### src/rtl/apb_slave_ws_pkg.sv
// Shared types and constants for the wait-state APB scratch slave.
// Register offsets are word indices; the byte offset is index * DATA_WIDTH/8.
package apb_slave_ws_pkg;

    localparam int WS_W     = 4;
    localparam int IDX_W    = 16;
    localparam int REG_ID   = 0;
    localparam int REG_CTRL = 1;
    localparam int REG_ERR  = 2;
    localparam int NUM_REGS = 3;

    typedef enum logic {
        ST_IDLE   = 1'b0,
        ST_ACCESS = 1'b1
    } state_t;

    typedef struct packed {
        logic             hit_mem;
        logic             hit_reg;
        logic             err;
        logic [IDX_W-1:0] index;
    } decode_t;

endpackage

### src/rtl/apb_slave_ws_if.sv
// APB3 bus bundle between a single master and the wait-state slave.
// Master drives the request side; the slave returns prdata/pready/pslverr.
interface apb_slave_ws_if #(
    parameter int DATA_WIDTH = 32,
    parameter int ADDR_WIDTH = 16
);
    logic [ADDR_WIDTH-1:0]   paddr;
    logic                    psel;
    logic                    penable;
    logic                    pwrite;
    logic [DATA_WIDTH-1:0]   pwdata;
    logic [DATA_WIDTH/8-1:0] pstrb;
    logic [DATA_WIDTH-1:0]   prdata;
    logic                    pready;
    logic                    pslverr;

    modport master (
        output paddr, psel, penable, pwrite, pwdata, pstrb,
        input  prdata, pready, pslverr
    );

    modport slave (
        input  paddr, psel, penable, pwrite, pwdata, pstrb,
        output prdata, pready, pslverr
    );
endinterface

### src/rtl/apb_slave_ws_mem.sv
// Scratch word memory: asynchronous read, byte-strobed synchronous write.
// Contents are deliberately not reset.
module apb_slave_ws_mem #(
    parameter  int DATA_WIDTH = 32,
    parameter  int MEM_SIZE   = 128,
    localparam int AW         = $clog2(MEM_SIZE),
    localparam int NB         = DATA_WIDTH / 8
) (
    input  logic                  clk,
    input  logic [AW-1:0]         raddr,
    output logic [DATA_WIDTH-1:0] rdata,
    input  logic                  we,
    input  logic [AW-1:0]         waddr,
    input  logic [DATA_WIDTH-1:0] wdata,
    input  logic [NB-1:0]         wstrb
);
    logic [DATA_WIDTH-1:0] mem [MEM_SIZE];

    assign rdata = mem[raddr];

    always_ff @(posedge clk) begin
        if (we) begin
            for (int b = 0; b < NB; b++) begin
                if (wstrb[b]) mem[waddr][b*8 +: 8] <= wdata[b*8 +: 8];
            end
        end
    end
endmodule

### src/rtl/apb_slave_ws.sv
// APB3 slave: ID/CTRL/ERR_CNT registers plus scratch memory, with CTRL.WS wait states.
// Transfer takes setup + WS+1 access cycles; pready depends only on FSM state and counter.
module apb_slave_ws
    import apb_slave_ws_pkg::*;
#(
    parameter int          DATA_WIDTH  = 32,
    parameter int          ADDR_WIDTH  = 16,
    parameter int          MEM_SIZE    = 128,
    parameter int unsigned MEM_BASE    = 'h100,
    parameter logic [31:0] ID_REGISTER = {2'b00, 4'h0, 10'h176, 8'h5A, 8'h03},
    parameter int          WS_RESET    = 0
) (
    input  logic           apb_pclk,
    input  logic           rst,
    apb_slave_ws_if.slave  apb
);
    localparam int B   = DATA_WIDTH / 8;
    localparam int LSB = $clog2(B);
    localparam int MW  = $clog2(MEM_SIZE);
    localparam logic [31:0] REG_HI = 32'(NUM_REGS * B);
    localparam logic [31:0] MEM_LO = 32'(MEM_BASE);
    localparam logic [31:0] MEM_HI = MEM_LO + 32'(MEM_SIZE * B);
    localparam logic [DATA_WIDTH-1:0] ID_EXT = DATA_WIDTH'(ID_REGISTER);

    state_t                state_q, state_d;
    logic [WS_W-1:0]       ws_q, cnt_q, cnt_d;
    logic [15:0]           err_cnt_q;
    decode_t               dec, dec_q;
    logic                  wr_q;
    logic                  setup, commit, mem_we;
    logic [ADDR_WIDTH-1:0] paddr;
    logic [31:0]           addr32;
    logic                  misaligned;
    logic [DATA_WIDTH-1:0] mem_rdata, rd_val;

    assign paddr = apb.paddr;

    always_comb begin
        addr32      = 32'(paddr);
        misaligned  = (addr32 & 32'(B - 1)) != 32'd0;
        dec         = '0;
        dec.hit_reg = addr32 < REG_HI;
        dec.hit_mem = (addr32 >= MEM_LO) && (addr32 < MEM_HI);
        dec.index   = dec.hit_mem ? IDX_W'((addr32 - MEM_LO) >> LSB) : IDX_W'(addr32 >> LSB);
        dec.err     = misaligned || !(dec.hit_reg || dec.hit_mem) ||
                      (apb.pwrite && dec.hit_reg && dec.index == IDX_W'(REG_ID));
    end

    always_comb begin
        rd_val = '0;
        if (!dec.err) begin
            if (dec.hit_mem)                          rd_val = mem_rdata;
            else if (dec.index == IDX_W'(REG_ID))     rd_val = ID_EXT;
            else if (dec.index == IDX_W'(REG_CTRL))   rd_val = DATA_WIDTH'(ws_q);
            else if (dec.index == IDX_W'(REG_ERR))    rd_val = DATA_WIDTH'(err_cnt_q);
        end
    end

    // Master dropping psel mid-access aborts the transfer without side effects.
    always_comb begin
        state_d     = state_q;
        cnt_d       = cnt_q;
        setup       = 1'b0;
        commit      = 1'b0;
        apb.pready  = 1'b0;
        apb.pslverr = 1'b0;
        case (state_q)
            ST_IDLE: begin
                if (apb.psel && !apb.penable) begin
                    setup   = 1'b1;
                    cnt_d   = ws_q;
                    state_d = ST_ACCESS;
                end
            end
            ST_ACCESS: begin
                apb.pready  = (cnt_q == '0);
                apb.pslverr = (cnt_q == '0) && dec_q.err;
                if (!apb.psel) begin
                    state_d = ST_IDLE;
                end else if (cnt_q != '0) begin
                    cnt_d = cnt_q - 1'b1;
                end else begin
                    commit  = 1'b1;
                    state_d = ST_IDLE;
                end
            end
            default: state_d = ST_IDLE;
        endcase
    end

    always_ff @(posedge apb_pclk) begin
        if (rst) begin
            state_q    <= ST_IDLE;
            cnt_q      <= '0;
            ws_q       <= WS_W'(WS_RESET);
            err_cnt_q  <= '0;
            dec_q      <= '0;
            wr_q       <= 1'b0;
            apb.prdata <= '0;
        end else begin
            state_q <= state_d;
            cnt_q   <= cnt_d;
            if (setup) begin
                dec_q      <= dec;
                wr_q       <= apb.pwrite;
                apb.prdata <= rd_val;
            end
            if (commit) begin
                if (dec_q.err) begin
                    if (err_cnt_q != 16'hFFFF) err_cnt_q <= err_cnt_q + 1'b1;
                end else if (wr_q && dec_q.hit_reg) begin
                    if (dec_q.index == IDX_W'(REG_CTRL) && apb.pstrb[0])
                        ws_q <= apb.pwdata[WS_W-1:0];
                    if (dec_q.index == IDX_W'(REG_ERR))
                        err_cnt_q <= '0;
                end
            end
        end
    end

    assign mem_we = commit && !rst && wr_q && !dec_q.err && dec_q.hit_mem;

    apb_slave_ws_mem #(
        .DATA_WIDTH (DATA_WIDTH),
        .MEM_SIZE   (MEM_SIZE)
    ) u_mem (
        .clk   (apb_pclk),
        .raddr (dec.index[MW-1:0]),
        .rdata (mem_rdata),
        .we    (mem_we),
        .waddr (dec_q.index[MW-1:0]),
        .wdata (apb.pwdata),
        .wstrb (apb.pstrb)
    );
endmodule
### src/flat_wrapper.sv
// flat-port wrapper written by rule: the top's interface ports become plain ports
module apb_slave_ws_flat import apb_slave_ws_pkg::*;
#(
    parameter int          DATA_WIDTH  = 32,
    parameter int          ADDR_WIDTH  = 16,
    parameter int          MEM_SIZE    = 128,
    parameter int unsigned MEM_BASE    = 'h100,
    parameter logic [31:0] ID_REGISTER = {2'b00, 4'h0, 10'h176, 8'h5A, 8'h03},
    parameter int          WS_RESET    = 0
)
  (apb_pclk, rst, apb_paddr, apb_psel, apb_penable, apb_pwrite, apb_pwdata, apb_pstrb, apb_prdata, apb_pready, apb_pslverr);
  apb_slave_ws_if #(.DATA_WIDTH(DATA_WIDTH), .ADDR_WIDTH(ADDR_WIDTH)) apb_i ();
  input  logic apb_pclk;
  input  logic rst;
  input wire logic [$bits(apb_i.paddr)-1:0] apb_paddr;
  input wire logic [$bits(apb_i.psel)-1:0] apb_psel;
  input wire logic [$bits(apb_i.penable)-1:0] apb_penable;
  input wire logic [$bits(apb_i.pwrite)-1:0] apb_pwrite;
  input wire logic [$bits(apb_i.pwdata)-1:0] apb_pwdata;
  input wire logic [$bits(apb_i.pstrb)-1:0] apb_pstrb;
  output wire logic [$bits(apb_i.prdata)-1:0] apb_prdata;
  output wire logic [$bits(apb_i.pready)-1:0] apb_pready;
  output wire logic [$bits(apb_i.pslverr)-1:0] apb_pslverr;
  assign apb_i.paddr = apb_paddr;
  assign apb_i.psel = apb_psel;
  assign apb_i.penable = apb_penable;
  assign apb_i.pwrite = apb_pwrite;
  assign apb_i.pwdata = apb_pwdata;
  assign apb_i.pstrb = apb_pstrb;
  assign apb_prdata = apb_i.prdata;
  assign apb_pready = apb_i.pready;
  assign apb_pslverr = apb_i.pslverr;
  apb_slave_ws #(.DATA_WIDTH(DATA_WIDTH), .ADDR_WIDTH(ADDR_WIDTH), .MEM_SIZE(MEM_SIZE), .MEM_BASE(MEM_BASE), .ID_REGISTER(ID_REGISTER), .WS_RESET(WS_RESET)) u_core (.apb_pclk(apb_pclk), .rst(rst), .apb(apb_i));
endmodule
### config.mk
export PLATFORM = sky130hd
export DESIGN_NAME = apb_slave_ws_flat
export DESIGN_NICKNAME = d
export VERILOG_FILES = /design/src/rtl/apb_slave_ws_pkg.sv /design/src/rtl/apb_slave_ws_if.sv /design/src/rtl/apb_slave_ws_mem.sv /design/src/rtl/apb_slave_ws.sv /design/src/flat_wrapper.sv
export SDC_FILE = /design/constraint.sdc
export NUM_CORES = 2
export LEC_CHECK = 0
export ABC_AREA = 0
export CORE_ASPECT_RATIO = 2
export CORE_UTILIZATION = 60
export CTS_CLUSTER_SIZE = 10
export DETAILED_ROUTE_END_ITERATION = 16
export PLACE_DENSITY_LB_ADDON = 0.15
export SYNTH_ARGS = -nofsm -noshare
export SYNTH_HDL_FRONTEND = slang
export SYNTH_HIERARCHICAL = 1
export SYNTH_SLANG_ARGS = --single-unit
### constraint.sdc
create_clock -name apb_pclk -period 10.5 [get_ports apb_pclk]
set_input_delay 2.1 -clock apb_pclk [delete_from_list [all_inputs] [get_ports apb_pclk]]
set_output_delay 2.1 -clock apb_pclk [all_outputs]
set_load 0.03 [all_outputs]
==> flow_metrics.tcl <==
set metrics [dict create \
    dp_slack_ps 2800 \
    place_area_mm2 0.166 \
    drc_errors 0 \
    r2r_setup_slack_ps 5930 \
    syn-cell-area_mm2 0.162 \
    synth-seq-cells 4172 \
    post_cts_buffers 0 \
    slowest_delay_ps 1220 \
    internal-power_w 0.0269 \
    synth_cells 6983 \
    insertion_delay_ps 920 \
    cts_max_path_buffers 4 \
    finClkSkew_ps 39.7 \
    first_iter_violations 9493 \
    swShare 0.205 \
    vias 75300 \
    powerDensity_mw_per_mm2 189 \
    maxCapViolations 0 \
    antenna_found_initial 30 \
    ctsResizeCount 0 \
    path_class "in -> reg" \
    yosys_most_used_dff "edfxtp_1" \
    grt_pass1_wl_um 574000 \
    path_delay_family "simple AND/OR/NAND/NOR gates" \
    power.switching_w 0.00692 \
    cp_max_fo 49 \
    yosysMostFrequentCell "edfxtp_1" \
    min_path_cells 2 \
    viasPerCell 6.90 \
    cts_hold_buf 0 \
    grt_start_max_net_pins 157 \
    stdcell_area_mm2 0.179 \
    synth_area_leader_cell "edfxtp_1" \
    numCtsBuffers 459 \
    setup_tns_ps 0 \
    min_to "u_core/dec_q[14]" \
    cp_data_arrival_time_ps 7890 \
    ys_seq_area_frac 0.771 \
    async_reset_ff_frac 0 \
    area_growth_pct 10.5 \
    nFillCells 16700 \
    start_util 0.603 \
    setup_ws_ps 3360 \
    cp_cell_sequence "clkdlybuf4s50_1 > nor4_4 > nand2_1 > nor2_2 > mux2_4 > buf_4 > mux4_2 > mux2_2 > a222oi_1 > a211oi_2" \
    gp_congestion 0.932 \
    critPathCaptureType "flip-flop" \
    port_buffers 90 \
    p_clk_frac 0.411 \
    cts_sinks 4172 \
    layout_min_cycle_time_ps 7140 \
    ioPinCount 91 \
    worst-path-buf-inv 2 \
    pwr-share-seq 0.541 \
    finalHoldViolCount 0 \
    slew_headroom 0.0461 \
    synth_area_leaders "edfxtp_1, mux4_2, nor2_1, dfxtp_1, clkbuf_1" \
    irDropWorstVdd_mv 0.126 \
    die_width_um 369 \
    first_pass_iters 6 \
    grt_pass1_vias 77700 \
    rsz0062_at_grt "no" \
    layout-drive-gt1-share 0.276 \
    start_kind "input port" \
    hold_class "reg -> reg" \
    synth_top_area_share 0.761 \
    routedWlPerCell_um 37.0 \
    grtUsageTotal 0.303 \
    status "finished, final reports clean" \
    rows 269 \
    hold_start "u_core/dec_q[14]" \
    gr-total-overflow 0 \
    timing.final.max_slew_violations 0 \
    p_comb_frac 0.048 \
    worst_slew_pin_slew_ps 1430 \
    die_area_mm2 0.271 \
    fmax_mhz 140 \
    ys_top_cells_by_count "edfxtp_1, mux4_2, nor2_1" \
    leakage_nw 53.9 \
    fp.dieH_um 736 \
    post-dp-hpwl_um 264000 \
    htree_levels 5 \
    path_clk_slew_ps 60 \
    antenna_left 0 \
    wl_um 404000 \
    cts_root_buf "clkbuf_16" \
    nets 7291 \
    synthesis.nets 7047 \
    synth_area_per_cell_um2 23.1 \
    ys_warn_count 6 \
    period_share 0.680 \
    rr_worst_depth 7 \
    synth_cell_type_count 64 \
    crit_required_ps 11250 \
    synth_edf_count 4096 \
    cts_tree "done" \
    design.core.area_mm2 0.268 \
    regToRegEndpoint "u_core/u_mem/mem[61][29]" \
    r2r-start "u_core/state_q" \
    finalSetupViolCount 0 \
    cpMaxStageDelayCell "nor2_2" \
]
-- worst register-to-register path, cell delays in order (launching register included) --
cell and delay, ps:
dfxtp_1 590, nor4bb_2 300, buf_4 210, nand2_1 100, nor2_1 680, nand2_4 530
buf_4 610, nor2_1 1150
-- how the worst max path moves through the flow --
stage	slack (ps)	start	cells after the start	to
3_5_place_dp	2800	apb_paddr[15]	10	u_core/apb.prdata[15]
6_report	3360	apb_paddr[15]	10	u_core/apb.prdata[15]
5_1_grt	3280	apb_paddr[15]	10	u_core/apb.prdata[13]
3_3_place_gp	2860	apb_paddr[15]	10	u_core/apb.prdata[13]
4_1_cts	3750	apb_paddr[15]	10	u_core/apb.prdata[15]
2_1_floorplan	5240	apb_paddr[2]	9	u_core/apb.prdata[15]
-- flip-flops by register name (all words and copies together), names as in the netlist --
name / flops
u_core/state_q: 1
u_core/wr_q: 1
u_core/cnt_q: 4
u_core/ws_q: 4
u_core/apb.prdata: 32
u_core/dec_q: 18
u_core/err_cnt_q: 16
u_core/u_mem/mem: 4096
-- final cells by class --
| type | count | area, µm² | area share |
|---|---|---|---|
| sequential | 4172 | 125000 | 0.697 |
| multi-input combinational | 2390 | 35400 | 0.198 |
| clock buffer | 568 | 12200 | 0.0682 |
| tap | 3523 | 4410 | 0.0247 |
| timing repair buffer | 188 | 1710 | 0.00955 |
| clock inverter | 12 | 145 | 0.000813 |
| antenna | 39 | 97.6 | 0.000547 |
| inverter | 16 | 60.1 | 0.000336 |
-- metrics by stage --
step	util	power (W)	std cells	hold WS [ps]
floorplan	-	0.0195	6983	432
global placement	0.620	0.0202	10300	445
detailed placement	0.620	0.0203	10300	454
CTS	0.666	0.0340	10900	480
global route	0.666	0.0346	10900	498
finish	0.666	0.0338	10900	484
-- cell usage in the layout, fill, tap and decap left out, drive strengths merged, types with 3 or more instances in the layout --
cell,count
mux2,35
and3,4
buf,137
a2111oi,3
nor2b,6
ha,7
o21ai,17
a21boi,8
and2,5
nand2,196
o2111ai,4
edfxtp,4096
a211oi,9
clkdlybuf4s50,51
inv,25
and4,3
clkbuf,568
diode,39
nand3,18
mux2i,7
mux4,1344
nand4,10
a2111o,7
nor2,562
a21oi,44
a31oi,3
nor4,7
nor3b,4
dfxtp,76
a221oi,14
a222oi,8
xnor2,3
nor3,13
o21a,3
nand2b,8
nor4b,3
a22oi,10
-- logic make-up (layout without fill, tap and decap cells) --
logic type / count (synthesis) / after routing / share of synthesized area
simple gates: 850 / 850 / 0.0213
mux: 1386 / 1386 / 0.190
fa+ha+maj: 7 / 7 / 0.000542
flops: 4172 / 4172 / 0.771
compound gates: 144 / 144 / 0.00642
buf+inv: 421 / 784 / 0.0105
xor+xnor: 3 / 3 / 0.000163
other cells: 0 / 39 / 0
-- per-layer routing --
| layer | share of wire | track usage |
|---|---|---|
| met5 | 0.00014 | 0 |
| met4 | 0.063 | 0.170 |
| met3 | 0.082 | 0.0524 |
| met2 | 0.52 | 0.510 |
| met1 | 0.33 | 0.373 |
-- power groups by stage --
stage / logic (W) / registers, W / clock network (W)
2_1_floorplan: 0.000869 / 0.0186 / 0
3_3_place_gp: 0.00161 / 0.0186 / 0
3_5_place_dp: 0.00164 / 0.0186 / 0
4_1_cts: 0.00165 / 0.0183 / 0.0141
5_1_grt: 0.00168 / 0.0183 / 0.0146
6_report: 0.00163 / 0.0183 / 0.0139
Power figures use the tool's default switching activity.
